==> src/rtl/i2c_slave_pkg.sv <==
// Shared types and bus constants for the I2C register-interface slave.
package i2c_slave_pkg;

  typedef enum logic [3:0] {
    IDLE,
    ADDR,
    ADDR_ACK,
    PTR,
    PTR_ACK,
    WDATA,
    WDATA_ACK,
    RDATA,
    RDATA_ACK
  } state_t;

  localparam logic ACK   = 1'b0;
  localparam logic NACK  = 1'b1;
  localparam logic READ  = 1'b1;
  localparam logic WRITE = 1'b0;

endpackage

==> src/rtl/i2c_slave_cond_det.sv <==
// SCL/SDA synchronizer and bus-condition detector (START, STOP, SCL edges).
// Optional 3-sample majority filter enabled by I2C_SLAVE_GLITCH_FILTER_EN.
module i2c_slave_cond_det (
  input  logic clk,
  input  logic rst,
  input  logic scl,
  input  logic sda,
  output logic sda_smp,
  output logic scl_rise,
  output logic scl_fall,
  output logic start_det,
  output logic stop_det
);

  logic scl_p0, scl_p1, scl_p2;
  logic sda_p0, sda_p1, sda_p2;
  logic scl_c, sda_c;

  // Stage p0/p1: two-flop synchronizers; idle bus level is high.
  always_ff @(posedge clk) begin
    if (rst) begin
      scl_p0 <= 1'b1;
      scl_p1 <= 1'b1;
      sda_p0 <= 1'b1;
      sda_p1 <= 1'b1;
    end else begin
      scl_p0 <= scl;
      scl_p1 <= scl_p0;
      sda_p0 <= sda;
      sda_p1 <= sda_p0;
    end
  end

`ifdef I2C_SLAVE_GLITCH_FILTER_EN
  function automatic logic maj3(input logic a, input logic b, input logic c);
    return (a & b) | (a & c) | (b & c);
  endfunction

  logic [1:0] scl_hist, sda_hist;
  logic       scl_flt, sda_flt;

  // Filter stage: majority of the current and two previous samples.
  always_ff @(posedge clk) begin
    if (rst) begin
      scl_hist <= 2'b11;
      sda_hist <= 2'b11;
      scl_flt  <= 1'b1;
      sda_flt  <= 1'b1;
    end else begin
      scl_hist <= {scl_hist[0], scl_p1};
      sda_hist <= {sda_hist[0], sda_p1};
      scl_flt  <= maj3(scl_p1, scl_hist[0], scl_hist[1]);
      sda_flt  <= maj3(sda_p1, sda_hist[0], sda_hist[1]);
    end
  end

  assign scl_c = scl_flt;
  assign sda_c = sda_flt;
`else
  assign scl_c = scl_p1;
  assign sda_c = sda_p1;
`endif

  // Stage p2: one-cycle delay used only for edge detection.
  always_ff @(posedge clk) begin
    if (rst) begin
      scl_p2 <= 1'b1;
      sda_p2 <= 1'b1;
    end else begin
      scl_p2 <= scl_c;
      sda_p2 <= sda_c;
    end
  end

  assign sda_smp   = sda_c;
  assign scl_rise  = scl_c & ~scl_p2;
  assign scl_fall  = ~scl_c & scl_p2;
  assign start_det = scl_c & scl_p2 & sda_p2 & ~sda_c;
  assign stop_det  = scl_c & scl_p2 & ~sda_p2 & sda_c;

endmodule

==> src/rtl/i2c_slave_regif.sv <==
// I2C slave bridging pointer-style byte transfers onto a single-cycle register port.
// Build option: I2C_SLAVE_GLITCH_FILTER_EN (majority filter in i2c_slave_cond_det).
module i2c_slave_regif
  import i2c_slave_pkg::*;
#(
  parameter logic [6:0] SLAVE_ADDR = 7'h02,
  parameter int         AW         = 8
) (
  input  logic          wb_clk_i,
  input  logic          wb_rst_i,
  input  logic          scl_pad_i,
  input  logic          sda_pad_i,
  output logic          sda_pad_o,
  output logic          sda_padoen_o,
  output logic [AW-1:0] reg_addr_o,
  output logic [7:0]    reg_wdata_o,
  output logic          reg_we_o,
  output logic          reg_re_o,
  input  logic [7:0]    reg_rdata_i,
  output logic          busy_o
);

  logic sda_smp, scl_rise, scl_fall, start_det, stop_det;

  i2c_slave_cond_det u_cond_det (
    .clk       (wb_clk_i),
    .rst       (wb_rst_i),
    .scl       (scl_pad_i),
    .sda       (sda_pad_i),
    .sda_smp   (sda_smp),
    .scl_rise  (scl_rise),
    .scl_fall  (scl_fall),
    .start_det (start_det),
    .stop_det  (stop_det)
  );

  state_t        state;
  logic [3:0]    bit_cnt;
  logic [7:0]    shreg;
  logic          rw;
  logic          mack;
  logic          rd_load;
  logic          sda_oe_n;
  logic [AW-1:0] ptr;
  logic [7:0]    wdata;
  logic          we;
  logic          re;
  logic          busy;

  always_ff @(posedge wb_clk_i) begin
    if (wb_rst_i) begin
      state    <= IDLE;
      bit_cnt  <= 4'd0;
      shreg    <= 8'h00;
      rw       <= WRITE;
      mack     <= NACK;
      rd_load  <= 1'b0;
      sda_oe_n <= 1'b1;
      ptr      <= '0;
      wdata    <= 8'h00;
      we       <= 1'b0;
      re       <= 1'b0;
      busy     <= 1'b0;
    end else begin
      we      <= 1'b0;
      re      <= 1'b0;
      rd_load <= re;
      if (start_det) begin
        state    <= ADDR;
        bit_cnt  <= 4'd0;
        sda_oe_n <= 1'b1;
      end else if (stop_det) begin
        state    <= IDLE;
        bit_cnt  <= 4'd0;
        sda_oe_n <= 1'b1;
        busy     <= 1'b0;
      end else begin
        // Read data arrives the cycle after the strobe; present its MSB at once.
        if (rd_load && state == RDATA) begin
          shreg    <= reg_rdata_i;
          sda_oe_n <= reg_rdata_i[7];
        end

        if (scl_rise) begin
          case (state)
            ADDR, PTR, WDATA: begin
              shreg   <= {shreg[6:0], sda_smp};
              bit_cnt <= bit_cnt + 4'd1;
            end
            RDATA:     bit_cnt <= bit_cnt + 4'd1;
            RDATA_ACK: mack    <= sda_smp;
            default: ;
          endcase
        end

        if (scl_fall) begin
          case (state)
            ADDR: begin
              if (bit_cnt == 4'd8) begin
                bit_cnt <= 4'd0;
                if (shreg[7:1] == SLAVE_ADDR) begin
                  state    <= ADDR_ACK;
                  sda_oe_n <= ACK;
                  busy     <= 1'b1;
                  rw       <= shreg[0];
                end else begin
                  state <= IDLE;
                  busy  <= 1'b0;
                end
              end
            end
            ADDR_ACK: begin
              bit_cnt  <= 4'd0;
              sda_oe_n <= 1'b1;
              if (rw == READ) begin
                re    <= 1'b1;
                state <= RDATA;
              end else begin
                state <= PTR;
              end
            end
            PTR: begin
              if (bit_cnt == 4'd8) begin
                bit_cnt  <= 4'd0;
                ptr      <= AW'(shreg);
                sda_oe_n <= ACK;
                state    <= PTR_ACK;
              end
            end
            PTR_ACK: begin
              sda_oe_n <= 1'b1;
              state    <= WDATA;
            end
            WDATA: begin
              if (bit_cnt == 4'd8) begin
                bit_cnt  <= 4'd0;
                we       <= 1'b1;
                wdata    <= shreg;
                sda_oe_n <= ACK;
                state    <= WDATA_ACK;
              end
            end
            WDATA_ACK: begin
              sda_oe_n <= 1'b1;
              ptr      <= ptr + AW'(1);
              state    <= WDATA;
            end
            RDATA: begin
              if (bit_cnt == 4'd8) begin
                bit_cnt  <= 4'd0;
                sda_oe_n <= 1'b1;
                state    <= RDATA_ACK;
              end else begin
                shreg    <= {shreg[6:0], 1'b0};
                sda_oe_n <= shreg[6];
              end
            end
            RDATA_ACK: begin
              bit_cnt <= 4'd0;
              ptr     <= ptr + AW'(1);
              if (mack == ACK) begin
                re    <= 1'b1;
                state <= RDATA;
              end else begin
                state <= IDLE;
                busy  <= 1'b0;
              end
            end
            default: ;
          endcase
        end
      end
    end
  end

  assign sda_pad_o    = 1'b0;
  assign sda_padoen_o = sda_oe_n;
  assign reg_addr_o   = ptr;
  assign reg_wdata_o  = wdata;
  assign reg_we_o     = we;
  assign reg_re_o     = re;
  assign busy_o       = busy;

endmodule

==> config.mk <==
export PLATFORM = sky130hd
export DESIGN_NAME = i2c_slave_regif
export DESIGN_NICKNAME = d
export VERILOG_FILES = /design/src/rtl/i2c_slave_pkg.sv /design/src/rtl/i2c_slave_cond_det.sv /design/src/rtl/i2c_slave_regif.sv
export SDC_FILE = /design/constraint.sdc
export NUM_CORES = 1
export LEC_CHECK = 0
export BUFFER_PORTS_ARGS = -buffer_cell sky130_fd_sc_hd__buf_2
export CORE_MARGIN = 4
export CORE_UTILIZATION = 40
export DETAILED_ROUTE_END_ITERATION = 10
export PLACE_DENSITY = 0.58
export SETUP_SLACK_MARGIN = 0.3
export SLEW_MARGIN = 20
export SYNTH_ARGS = -nofsm -noshare
export SYNTH_HDL_FRONTEND = slang
export SYNTH_SLANG_ARGS = --single-unit
export TNS_END_PERCENT = 1
==> constraint.sdc <==
create_clock -name wb_clk_i -period 2.2 [get_ports wb_clk_i]
set_input_delay 0.22 -clock wb_clk_i [delete_from_list [all_inputs] [get_ports wb_clk_i]]
set_output_delay 0.22 -clock wb_clk_i [all_outputs]
set_load 0.02 [all_outputs]
# Word level (Yosys, flattened, before mapping)
# Index checks and enable logic that the tools add are counted.
[word_totals]
regBits = 45
latch_bits = 0
ram_bits = 0
mem_bits_ro = 0
in_bits = 12
output_inout_bits = 21
memories = 0
[op_classes]
n_addsub = 2
mul = 0
div_mod_pow = 0
n_lt_le_gt_ge = 0
n_eq_ne = 20
shift = 0
mux = 41
bitwise = 15
n_reduce_logical = 25
[op_table]
columns = ["cell", "count"]
rows = [
  ["8-bit two-way mux", 7],
  ["4-bit two-way mux", 8],
  ["4-bit one-hot mux with 7 select lines", 1],
  ["6-bit AND reduction", 3],
  ["1-bit two-way mux", 17],
  ["4-bit by 3-bit equality test with 1-bit output (second input constant)", 4],
  ["8-bit one-hot mux with 2 select lines", 1],
  ["5-bit AND reduction", 3],
  ["4-bit != test (second input constant)", 3],
  ["9-bit nonzero test", 1],
  ["3-bit OR reduction", 3],
  ["8-bit by 1-bit adder with 8-bit output (second input constant)", 1],
  ["4-bit by 2-bit equality test with 1-bit output (second input constant)", 2],
  ["4-bit equality test (second input constant)", 2],
  ["1-bit inverter", 8],
  ["4-bit one-hot mux with 2 select lines", 1],
  ["2-bit OR reduction", 4],
  ["4-bit OR reduction", 2],
  ["1-bit bitwise AND", 7],
  ["7-bit by 2-bit equality test with 1-bit output (second input constant)", 1],
  ["7-bit nonzero test", 1],
  ["3-bit two-way mux", 2],
  ["2-bit != test (second input constant)", 3],
  ["3-bit != test (second input constant)", 2],
  ["13 further kinds", 16],
]

# Depth between registers and ports, before layout
# Gate-level depths: netlist (run 1).
[depth]
depth_word = 8
ltp_mapped = 7
mapped_depth_nobuf = 6

# Cells and area by module
# A second synthesis (run 1) with hierarchy kept.
[hier_totals]
cells_unflattened = 269
hier_area_um2 = 2363.5
[by_module_without_submodules]
columns = ["module", "n_inst", "cells_each", "area_per_inst_um2"]
rows = [
  ["i2c_slave_regif", 1, 253, 2173.3],
  ["i2c_slave_cond_det", 1, 16, 190.2],
]

# Worst setup path after synthesis (run 1)
# Ideal clock, no wire load.
[synth_timing]
path_type = "register to register"
startpoint = "register bit_cnt[0]"
endpoint = "register shreg[7]"
setup_ps = 95
t_arrival_ps = 1722
required_time_ps = 2105
setup_slack_ps = 382
path_stages_with_launch = 8
n_path_buf = 1
synth_period_minus_slack_ps = 1818
path_cell_list = "dfxtp_1 inv_1 ha_1 and3b_1 clkbuf_1 o211ai_1 o22ai_1 a221oi_1"
[synth_between]
elab_chain_cells = 4
[synth_lines]
columns = ["element", "line", "rtl"]
rows = [
  ["from (decl)", "i2c_slave_regif.sv:38", "logic [3:0] bit_cnt;"],
  ["from (signal assigned)", "i2c_slave_regif.sv:88", "bit_cnt <= bit_cnt + 4'd1;"],
  ["from (signal assigned)", "i2c_slave_regif.sv:90", "RDATA: bit_cnt <= bit_cnt + 4'd1;"],
  ["4-bit equality test", "i2c_slave_regif.sv:149", "if (bit_cnt == 4'd8) begin"],
  ["8-bit two-way mux", "i2c_slave_regif.sv:149", ""],
  ["8-bit two-way mux", "i2c_slave_regif.sv:97", "case (state)"],
  ["8-bit two-way mux", "i2c_slave_regif.sv:96", "if (scl_fall) begin"],
  ["to (signal assigned)", "i2c_slave_regif.sv:80", "shreg <= reg_rdata_i;"],
  ["to (signal assigned)", "i2c_slave_regif.sv:87", "shreg <= {shreg[6:0], sda_smp};"],
  ["to (signal assigned)", "i2c_slave_regif.sv:154", "shreg <= {shreg[6:0], 1'b0};"],
  ["to (decl)", "i2c_slave_regif.sv:39", "logic [7:0] shreg;"],
]
# Every way passes these cells.
# A chain may end at the register's enable or synchronous reset.

# Worst setup path in the final report (run 1)
[layout_timing]
startpoint = "register u_cond_det.scl_p2"
endpoint = "register wdata[7] (netlist: reg_wdata_o[7])"
[layout_between]
elab_chain_cells = 5
elab_cells_between_ends = 9
cone_classes = "8 x bitwise; 1 x reduce/logical"
[layout_lines]
columns = ["element", "line", "rtl"]
rows = [
  ["from (decl)", "i2c_slave_cond_det.sv:15", "logic scl_p0, scl_p1, scl_p2;"],
  ["from (signal assigned)", "i2c_slave_cond_det.sv:70", "scl_p2 <= scl_c;"],
  ["1-bit bitwise AND", "i2c_slave_cond_det.sv:78, i2c_slave_cond_det.sv:79", ""],
  ["1-bit bitwise AND (on tied branches) (2 in series)", "i2c_slave_cond_det.sv:79, i2c_slave_cond_det.sv:78", ""],
  ["1-bit inverter (no source line)", "-", ""],
  ["5-bit AND reduction (no source line) (*)", "-", ""],
  ["to (signal assigned)", "i2c_slave_regif.sv:138", "wdata <= shreg;"],
  ["to (decl)", "i2c_slave_regif.sv:45", "logic [7:0] wdata;"],
]
# Every way passes the cells marked *; elsewhere a longest branch is shown, timed or not.

==> results.sh, run 1 <==
export IMPL_grt_pass1_wl_mm=10.7
export IMPL_ys_top_cells_by_area="dfxtp_1 38%, mux2i_1 5.0%, nand2_1 3.0%"
export IMPL_synthArstFlopShare_pct=0
export IMPL_seq_power_share_pct=57.0
export IMPL_reg2reg_from="u_cond_det.scl_p2"
export IMPL_antenna_left=0
export IMPL_yosysSeqAreaShare_pct=37.6
export IMPL_row_count=27
export IMPL_worstHoldPathType="in2reg"
export IMPL_slew_headroom_pct=64.3
export IMPL_cp_slowest_stage_delay_ns=0.49
export IMPL_ys_types=64
export IMPL_root_buffer="clkbuf_8"
export IMPL_htree_levels=2
export IMPL_die_area_um2=7290
export IMPL_max_freq_mhz=545
export IMPL_place_area_um2=2670
export IMPL_netlist_area_um2=2390
export IMPL_holdPathEnd="u_cond_det.sda_p0"
export IMPL_first_pass_iters=5
export IMPL_final_area_um2=2790
export IMPL_dp_hpwl_mm=4.53
export IMPL_r2r_slack_ns=0.36
export IMPL_rsz0062_at_grt="yes"
export IMPL_synth_flop_cell="dfxtp_1"
export IMPL_p_sw_share_pct=24.0
export IMPL_syn_nets=292
export IMPL_dp_slack_ns=0.352
export IMPL_fin_nets=326
export IMPL_diodes=0
export IMPL_post_route_period_util_pct=83.4
export IMPL_clock_path_buffers=2
export IMPL_min_period_ns=1.84
export IMPL_leakagePower_nw=1.16
export IMPL_grt_pass1_vias=2096
export IMPL_crit_required_ns=2.39
export IMPL_die_h_um=85.4
export IMPL_cts_tree="built"
export IMPL_power_frac_comb_pct=4.8
export IMPL_fillers=564
export IMPL_overflow=0
export IMPL_cap_viol_max_count=0
export IMPL_grt_max_degree=18
export IMPL_intPower_mw=1.10
export IMPL_drt_total_wl_mm=6.34
export IMPL_insertion_delay_ns=0.31
export IMPL_synth_area_leader_cell="dfxtp_1"
export IMPL_synth_edf_count=0
export IMPL_crit_top_cell="buf_4"
export IMPL_crit_path_end_kind="flop"
export IMPL_start_util_pct=42.4
export IMPL_post_cts_setup_buffers=0
export IMPL_gp_congestion=0.820
export IMPL_synthCells=277
export IMPL_power_density_nw_per_um2=517
export IMPL_start_kind="flop"
export IMPL_cp_max_fo=9
export IMPL_synth_seq_cells=45
export IMPL_portBuffers=31
export IMPL_tns_ns=0
export IMPL_via_per_inst=5.86
export IMPL_critPathSlowestCell="nor2b_1"
export IMPL_pwr_share_clk_pct=38.2
export IMPL_min_path_cells=2
export IMPL_drt_initial_drc_count=371
export IMPL_arrival_ns=2.03
export IMPL_grt_total_usage_pct=18.1
export IMPL_crit_chain="nor2b_1, buf_4, nand4_1, buf_4, mux2i_1, nor2_1"
export IMPL_worstMarginPinSlew_ns=0.534
export IMPL_setup_ws_ns=0.365
export IMPL_die_w_um=85.4
export IMPL_p_switching_mw=0.346
export IMPL_drive_above_1_share_pct=23.7
export IMPL_yosys_warnings=0
export IMPL_setup_worst_path_class="reg2reg"
export IMPL_status="finished, final reports clean"
export IMPL_ios=33
export IMPL_vias=2250
export IMPL_wl_per_cell_um=16.5
export IMPL_whs_ns=0.0909
export IMPL_drc=0
export IMPL_synth_top_area_share_pct=37.6
export IMPL_final_max_slew_viol_count=0
export IMPL_ir_drop_mv=0.301
export IMPL_r2r_end="reg_wdata_o[7]"
export IMPL_setup_viol=0
export IMPL_antenna_found_initial=0
export IMPL_clock_skew_ns=0.00335
export IMPL_cts_sinks=45
export IMPL_hp_start="sda_pad_i"
export IMPL_numCtsBuffers=5
export IMPL_syn_area_per_cell_um2=8.65
export IMPL_clk_pin_slew_ns=0.08
export IMPL_synthToLayoutAreaGrowth_pct=16.6
export IMPL_reg2reg_depth=6
export IMPL_final_hold_viol_count=0
export IMPL_core_area_um2=5640
-- worst max-delay path, delay by kind of cell (launching register included) --
family / cells / cell delay, ns
AND/OR/NAND/NOR: 3 / 0.64
flip-flops: 1 / 0.47
buffers and inverters: 2 / 0.45
multiplexers: 1 / 0.15
-- power by group through the flow --
stage / Clock, mW / Combinational, mW / Sequential [mW]
after floorplan: 0 / 0.0426 / 0.840
after global placement: 0 / 0.0682 / 0.842
after detailed placement: 0 / 0.0679 / 0.842
after CTS: 0.570 / 0.0683 / 0.823
after global routing: 0.596 / 0.0774 / 0.824
final: 0.551 / 0.0698 / 0.823
-- layout by cell type, fill, tap and decap left out, types with 4 or more instances in the layout --
master    Yosys  final
nor3_1        4      4
buf_4         1     15
xor2_1        4      4
a221oi_1      6      6
a21oi_1      13     13
buf_2         4     31
nand2b_1      6      6
or2_2         6      6
inv_1        13     13
clkbuf_8      0      6
o21ai_0       8      7
o32ai_1       5      5
mux2i_1      12     12
nor2_1       18     18
nand3_1      12     12
nand4_1       4      4
dfxtp_1      45     44
a22oi_1       5      5
o22ai_1       9      9
nand2_1      19     19
nor2b_1       7      6
-- repair_timing --
| action | in CTS | in global routing |
|---|---|---|
| gates resized for setup | 0 | 8 |
| hold endpoints to repair | 0 | 0 |
| setup endpoints to repair | 0 | 27 |
| hold buffers | 0 | 0 |
-- registers in the layout (all words and copies together), names as in the netlist, 4 cells and up --
name / cells
shreg: 8
state: 4
bit_cnt: 4
reg_addr_o: 8
reg_wdata_o: 8
-- synthesized netlist by cell type (all sizes together) (2+ instances only) --
cell      n
a31oi     3
mux2i    12
nand3b    3
nand3    12
o22ai     9
o32ai     5
o21ai     9
clkbuf   12
a22oi     5
a21oi    13
xor2      4
or3       2
and4      2
and3b     2
dfxtp    45
o311ai    3
o2111a    2
nor2b     7
ha        3
o211ai    3
or2       6
nand4     4
nor2     18
and2      2
a211oi    3
inv      13
mux2      2
a221oi    6
a2bb2oi   2
nand2b    6
and3      2
o31a      2
buf       7
nand2    19
or4b      4
nor3      4
-- final cells by class --
class                           count  area [um2]  area share [%]
Tap cell                           72        90.1            3.23
Multi-Input combinational cell    199        1380            49.5
Clock inverter                      2        13.8           0.493
Timing Repair Buffer               46         268            9.59
Inverter                           14        52.6            1.88
Sequential cell                    45         902            32.3
Clock buffer                        6        82.6            2.96
-- metrics by stage --
stage               std cells  power, mW  util (%)
floorplan                 277      0.883         -
global placement          376      0.910      47.2
detailed placement        376      0.910      47.2
CTS                       384       1.46      48.9
global route              384       1.50      49.5
finish                    384       1.44      49.5
-- cells by family (layout without fill, tap and decap cells) --
family | Yosys count | count (layout) | synth area share [%]
fa+ha+maj | 3 | 3 | 1.57
other cells | 1 | 1 | 0.157
flops | 45 | 45 | 37.6
buf+inv | 33 | 68 | 5.85
simple gates | 100 | 100 | 23.8
mux | 14 | 14 | 5.96
xor+xnor | 5 | 5 | 1.83
compound gates | 76 | 76 | 23.3
-- per-layer routing --
layer | up-vias | global-route usage [%] | wire length [um]
met5 | - | 0 | 0
met4 | 0 | 5.76 | 98
met3 | 10 | 4.37 | 405
met2 | 88 | 27.9 | 2890
met1 | 1043 | 25.0 | 2950
li1 | 1109 | - | -
-- worst max path at each step --
| stage | from | slack [ns] | end |
|---|---|---|---|
| 3_5_place_dp | bit_cnt[0] | 0.35 | shreg[2] |
| 6_report | u_cond_det.scl_p2 | 0.36 | reg_wdata_o[7] |
| 5_1_grt | u_cond_det.scl_p2 | 0.25 | reg_wdata_o[4] |
| 4_1_cts | bit_cnt[0] | 0.33 | shreg[2] |
| 3_3_place_gp | bit_cnt[0] | 0.38 | reg_addr_o[3] |
| 2_1_floorplan | bit_cnt[0] | 0.38 | shreg[7] |
Power figures use the tool's default switching activity.
==> run 2, diff against run 1 <==
==> constraint.sdc (replaced) <==
create_clock -name wb_clk_i -period 1.8 [get_ports wb_clk_i]
set_input_delay 0.18 -clock wb_clk_i [delete_from_list [all_inputs] [get_ports wb_clk_i]]
set_output_delay 0.18 -clock wb_clk_i [all_outputs]
set_load 0.02 [all_outputs]
==> run 2 against run 1 <==
Against the previous run: first-iteration DRC count down 32%; worst setup slack worse by 0.29 ns; clock-buffer cell count fell by 1; clock power up 41%; hold slack got worse by 0.032 ns; final cell count rose by 5.5%; register-to-register slack lost 0.29 ns; sequential power up 22%; critical path type unchanged.
==> results.sh, run 2 (synthesized netlist as in run 1, its figures left out) <==
export IMPL_vias=2345
export IMPL_final_max_slew_viol_count=0
export IMPL_wl_per_cell_um=16.0
export IMPL_final_cell_mix="40 x dfxtp_1, 35 x buf_4, 31 x buf_2"
export IMPL_grt_busiest_layer="met2"
export IMPL_drt_initial_drc_count=253
export IMPL_seq_power_share_pct=53.6
export IMPL_rsz0062_at_grt="yes"
export IMPL_pwr_share_clk_pct=41.6
export IMPL_final_area_um2=3030
export IMPL_insertion_delay_ns=0.30
export IMPL_row_count=27
export IMPL_max_freq_mhz=580
export IMPL_place_area_um2=2820
export IMPL_setup_viol=0
export IMPL_gp_congestion=0.913
export IMPL_whs_ns=0.0594
export IMPL_crit_required_ns=1.99
export IMPL_critical_path_buf_inv_count=1
export IMPL_fin_cells=405
export IMPL_p_sw_share_pct=22.7
export IMPL_crit_path_end_kind="flop"
export IMPL_cp_max_fo=15
export IMPL_use_met3_pct=3.69
export IMPL_ir_drop_mv=0.553
export IMPL_cap_viol_max_count=0
export IMPL_setup_ws_ns=0.0751
export IMPL_grt_total_usage_pct=18.2
export IMPL_first_pass_iters=5
export IMPL_core_area_um2=5640
export IMPL_clock_path_buffers=2
export IMPL_dp_slack_ns=0.0261
export IMPL_grt_pass1_vias=2183
export IMPL_portBuffers=31
export IMPL_intPower_mw=1.45
export IMPL_power_density_nw_per_um2=617
export IMPL_grt_pass1_wl_mm=10.7
export IMPL_overflow=0
export IMPL_multi_input_area_um2=1430
export IMPL_start_kind="flop"
export IMPL_fillers=536
export IMPL_drive_above_1_share_pct=32.4
export IMPL_ios=33
export IMPL_setup_worst_path_class="reg2reg"
export IMPL_cts_sinks=45
export IMPL_via_per_inst=5.79
export IMPL_antenna_left=0
export IMPL_htree_levels=2
export IMPL_antenna_found_initial=0
export IMPL_root_buffer="clkbuf_8"
export IMPL_die_w_um=85.4
export IMPL_grt_max_degree=21
export IMPL_start_util_pct=42.4
export IMPL_drt_total_wl_mm=6.49
export IMPL_path_delay_family="simple AND/OR/NAND/NOR gates"
export IMPL_synthToLayoutAreaGrowth_pct=26.6
export IMPL_power_frac_comb_pct=4.8
export IMPL_cp_slowest_stage_delay_ns=0.36
export IMPL_final_hold_viol_count=0
export IMPL_regArea_um2=910
export IMPL_final_common_cell="dfxtp_1"
export IMPL_leakagePower_nw=1.29
export IMPL_fin_nets=347
export IMPL_diodes=0
export IMPL_status="finished, final reports clean"
export IMPL_drc=0
export IMPL_crit_chain="buf_4, and4b_2, nand2_1, mux2_2, a221o_1"
export IMPL_clk_pin_slew_ns=0.08
export IMPL_arrival_ns=1.91
export IMPL_p_switching_mw=0.425
export IMPL_place_inst=394
export IMPL_post_route_period_util_pct=95.8
export IMPL_critPathSlowestCell="a221o_1"
export IMPL_numCtsBuffers=5
export IMPL_tns_ns=0
export IMPL_clock_skew_ns=0.00942
export IMPL_cts_tree="built"
export IMPL_grt_use_met2_pct=28.0
export IMPL_die_h_um=85.4
export IMPL_min_period_ns=1.72
export IMPL_worstHoldPathType="in2reg"
export IMPL_die_area_um2=7290
export IMPL_grt_use_met1_pct=25.0
export IMPL_ctsHoldBuffers=0
export IMPL_dp_hpwl_mm=4.70
[run 2: area by class of cell]
class | count | share of cell area (%)
sequential | 45 | 30.0
tap | 72 | 2.97
timing repair buffer | 67 | 14.4
multi-input combinational | 199 | 47.0
inverter | 14 | 1.73
clock inverter | 3 | 1.53
clock buffer | 5 | 2.27
[run 2: power groups by stage]
stage / registers (mW) / clock network [mW] / logic [mW]
6_report: 1.00 / 0.779 / 0.0893
5_1_grt: 1.00 / 0.839 / 0.0981
4_1_cts: 1.00 / 0.798 / 0.0881
3_5_place_dp: 1.03 / 0 / 0.0861
3_3_place_gp: 1.03 / 0 / 0.0868
2_1_floorplan: 1.03 / 0 / 0.0521
[run 2: metrics by stage]
stage / util (%) / power (mW)
2_1_floorplan: - / 1.08
3_3_place_gp: 49.9 / 1.11
3_5_place_dp: 49.9 / 1.11
4_1_cts: 53.4 / 1.89
5_1_grt: 53.7 / 1.94
6_report: 53.7 / 1.87
[run 2: path summary, 6_finish.rpt]
| check | startpoint | endpoint | slack (ns) | cells past startpoint |
|---|---|---|---|---|
| worst max-delay path | state[0] | sda_padoen_o | 0.08 | 5 |
| worst min-delay path | scl_pad_i | u_cond_det.scl_p0 | 0.06 | 2 |
| worst max register to register | state[0] | sda_padoen_o | 0.08 | 5 |
| worst min register to register | u_cond_det.sda_p0 | u_cond_det.sda_smp | 0.42 | 1 |
[run 2: worst register-to-register path, cell delays in order, from the launching register on]
cell     delay (ns)
dfxtp_2        0.33
buf_4          0.18
and4b_2        0.31
nand2_1        0.10
mux2_2         0.34
a221o_1        0.36
[run 2: layer usage]
layer | vias to the layer above | routed length, um
met5 | - | 0
met1 | 1096 | 2950
li1 | 1143 | -
met4 | 0 | 122
met3 | 13 | 439
met2 | 93 | 2980
[run 2: repair_timing]
item | CTS | global route
setup buffers | 2 | 1
gates resized for setup | 15 | 7
endpoints found under the setup margin | 36 | 36
pin swaps | 2 | 0
==> run 3, diff against run 2 <==
--- a/config.mk
+++ b/config.mk
@@ -10,6 +10,7 @@
 export CORE_UTILIZATION = 40
 export DETAILED_ROUTE_END_ITERATION = 10
 export PLACE_DENSITY = 0.58
+export RECOVER_POWER = 100
 export SETUP_SLACK_MARGIN = 0.3
 export SLEW_MARGIN = 20
 export SYNTH_ARGS = -nofsm -noshare
==> run 3 against run 2 <==
Against the previous run: sequential share of layout area is 0.44 points higher; hold slack worse by 0.0015 ns; power is 0.10% lower; register-to-register slack hardly changed; core utilization is 0.84 points lower; critical path type unchanged; highest routed layer unchanged.
==> results.sh, run 3 (synthesized netlist as in run 1, its figures left out) <==
export IMPL_use_met3_pct=3.69
export IMPL_overflow=0
export IMPL_r2r_slack_ns=0.07
export IMPL_drc=0
export IMPL_ios=33
export IMPL_final_cell_mix="41 x dfxtp_1, 30 x buf_4, 25 x clkbuf_1"
export IMPL_grt_busiest_layer="met2"
export IMPL_htree_levels=2
export IMPL_cap_viol_max_count=0
export IMPL_vias=2361
export IMPL_via_per_inst=5.83
export IMPL_synthToLayoutAreaGrowth_pct=24.6
export IMPL_die_h_um=85.4
export IMPL_status="finished, final reports clean"
export IMPL_crit_path_end_kind="flop"
export IMPL_place_area_um2=2820
export IMPL_die_w_um=85.4
export IMPL_worstHoldPathType="in2reg"
export IMPL_clk_pin_slew_ns=0.09
export IMPL_rsz0062_at_grt="yes"
export IMPL_clock_skew_ns=0.00891
export IMPL_critPathSlowestCell="dfxtp_1"
export IMPL_gp_congestion=0.913
export IMPL_tns_ns=0
export IMPL_whs_ns=0.0579
export IMPL_ir_drop_mv=0.553
export IMPL_setup_ws_ns=0.0737
export IMPL_final_max_slew_viol_count=0
export IMPL_core_area_um2=5640
export IMPL_path_delay_family="buffers and inverters"
export IMPL_first_pass_iters=6
export IMPL_power_density_nw_per_um2=627
export IMPL_start_kind="flop"
export IMPL_root_buffer="clkbuf_8"
export IMPL_cp_max_fo=15
export IMPL_row_count=27
export IMPL_reg2reg_depth=7
export IMPL_grt_pass1_wl_mm=10.7
export IMPL_grt_total_usage_pct=18.2
export IMPL_crit_chain="buf_4, and4b_2, buf_4, o211ai_1, buf_4, o22ai_1, a221oi_1"
export IMPL_fin_nets=347
export IMPL_grt_max_degree=21
export IMPL_crit_required_ns=1.95
export IMPL_worstMarginPinSlew_ns=0.767
export IMPL_reg2reg_from="state[0]"
export IMPL_numCtsBuffers=5
export IMPL_post_route_period_util_pct=95.9
export IMPL_insertion_delay_ns=0.30
export IMPL_crit_top_cell="buf_4"
export IMPL_hp_start="scl_pad_i"
export IMPL_grt_use_met2_pct=28.0
export IMPL_min_period_ns=1.73
export IMPL_setup_worst_path_class="reg2reg"
export IMPL_arrival_ns=1.88
export IMPL_final_hold_viol_count=0
export IMPL_final_common_cell="dfxtp_1"
export IMPL_portBuffers=31
export IMPL_diodes=0
export IMPL_min_path_cells=2
export IMPL_max_freq_mhz=579
export IMPL_drive_above_1_share_pct=24.3
export IMPL_clock_path_buffers=2
export IMPL_cts_sinks=45
export IMPL_final_area_um2=2980
export IMPL_dp_slack_ns=0.0261
export IMPL_die_area_um2=7290
export IMPL_wl_per_cell_um=16.2
export IMPL_cts_tree="built"
export IMPL_fillers=542
export IMPL_grt_pass1_vias=2183
export IMPL_start_util_pct=42.4
export IMPL_critical_path_buf_inv_count=3
export IMPL_antenna_found_initial=0
export IMPL_antenna_left=0
export IMPL_dp_hpwl_mm=4.70
export IMPL_critPathLaunch="state[0]"
export IMPL_drt_total_wl_mm=6.55
export IMPL_drt_initial_drc_count=225
export IMPL_slew_headroom_pct=48.9
export IMPL_leakagePower_nw=1.19
export IMPL_holdPathEnd="u_cond_det.scl_p0"
export IMPL_grt_use_met1_pct=25.0
export IMPL_cp_slowest_stage_delay_ns=0.34
export IMPL_setup_viol=0
export IMPL_r2r_end="shreg[2]"
-- run 3: cell count changes in the layout (fill, tap and decap cells not counted) --
cell | before | now
nand2_1 | 17 | 18
clkbuf_2 | 0 | 1
dfxtp_1 | 40 | 41
nand2_2 | 2 | 1
dfxtp_2 | 4 | 3
buf_4 | 35 | 30
buf_2 | 31 | 10
clkbuf_1 | 0 | 25
-- run 3: worst register-to-register path: cells and delay by family (launching register included) --
kind | cells | cell delay (ns)
AOI/OAI and AO/OA | 3 | 0.38
buffers and inverters | 3 | 0.54
DFF | 1 | 0.34
and+or+nand+nor | 1 | 0.32
-- run 3: worst max path at each step --
stage,to,slack (ns),cells past startpoint
2_1_floorplan,reg_addr_o[6],0.02,6
3_3_place_gp,state[1],0.06,5
3_5_place_dp,reg_addr_o[6],0.03,5
4_1_cts,sda_padoen_o,0.08,5
5_1_grt,bit_cnt[2],0.002,8
6_report,shreg[2],0.07,7
-- run 3: per-layer routing --
metal	vias to the layer above	share of wire, %
met1	1103	46
met3	14	6.5
met2	100	45
li1	1144	-
met4	0	1.6
met5	-	0
-- run 3: where the power goes --
part | switching (mW) | total, mW | internal [mW] | leakage [nW]
clock | 0.364 | 0.780 | 0.416 | 0.0543
sequential | 0.00426 | 1.00 | 0.999 | 0.366
combinational | 0.0572 | 0.0868 | 0.0296 | 0.767
-- run 3: cell type report --
cell class,count,area (um2),area share (%)
Timing Repair Buffer,67,394,13.2
Inverter,14,52.6,1.76
Sequential cell,45,908,30.4
Multi-Input combinational cell,199,1420,47.7
Clock buffer,5,68.8,2.31
Tap cell,72,90.1,3.02
Clock inverter,3,46.3,1.55
-- run 3: through the flow --
| step | total power [mW] | util (%) | cells |
|---|---|---|---|
| floorplan | 1.08 | - | 277 |
| global placement | 1.11 | 49.9 | 394 |
| detailed placement | 1.11 | 49.9 | 394 |
| CTS | 1.89 | 53.4 | 404 |
| global route | 1.94 | 52.9 | 405 |
| finish | 1.87 | 52.9 | 405 |
-- run 3: timing repair --
item                                   4_1_cts  5_1_grt
setup buffers                                2        1
cloned                                       0        0
setup endpoints to repair                   36       36
endpoints found under the hold margin        0        0
resized for setup                           15        7
pin swaps                                    2        0
hold buffers                                 0        0
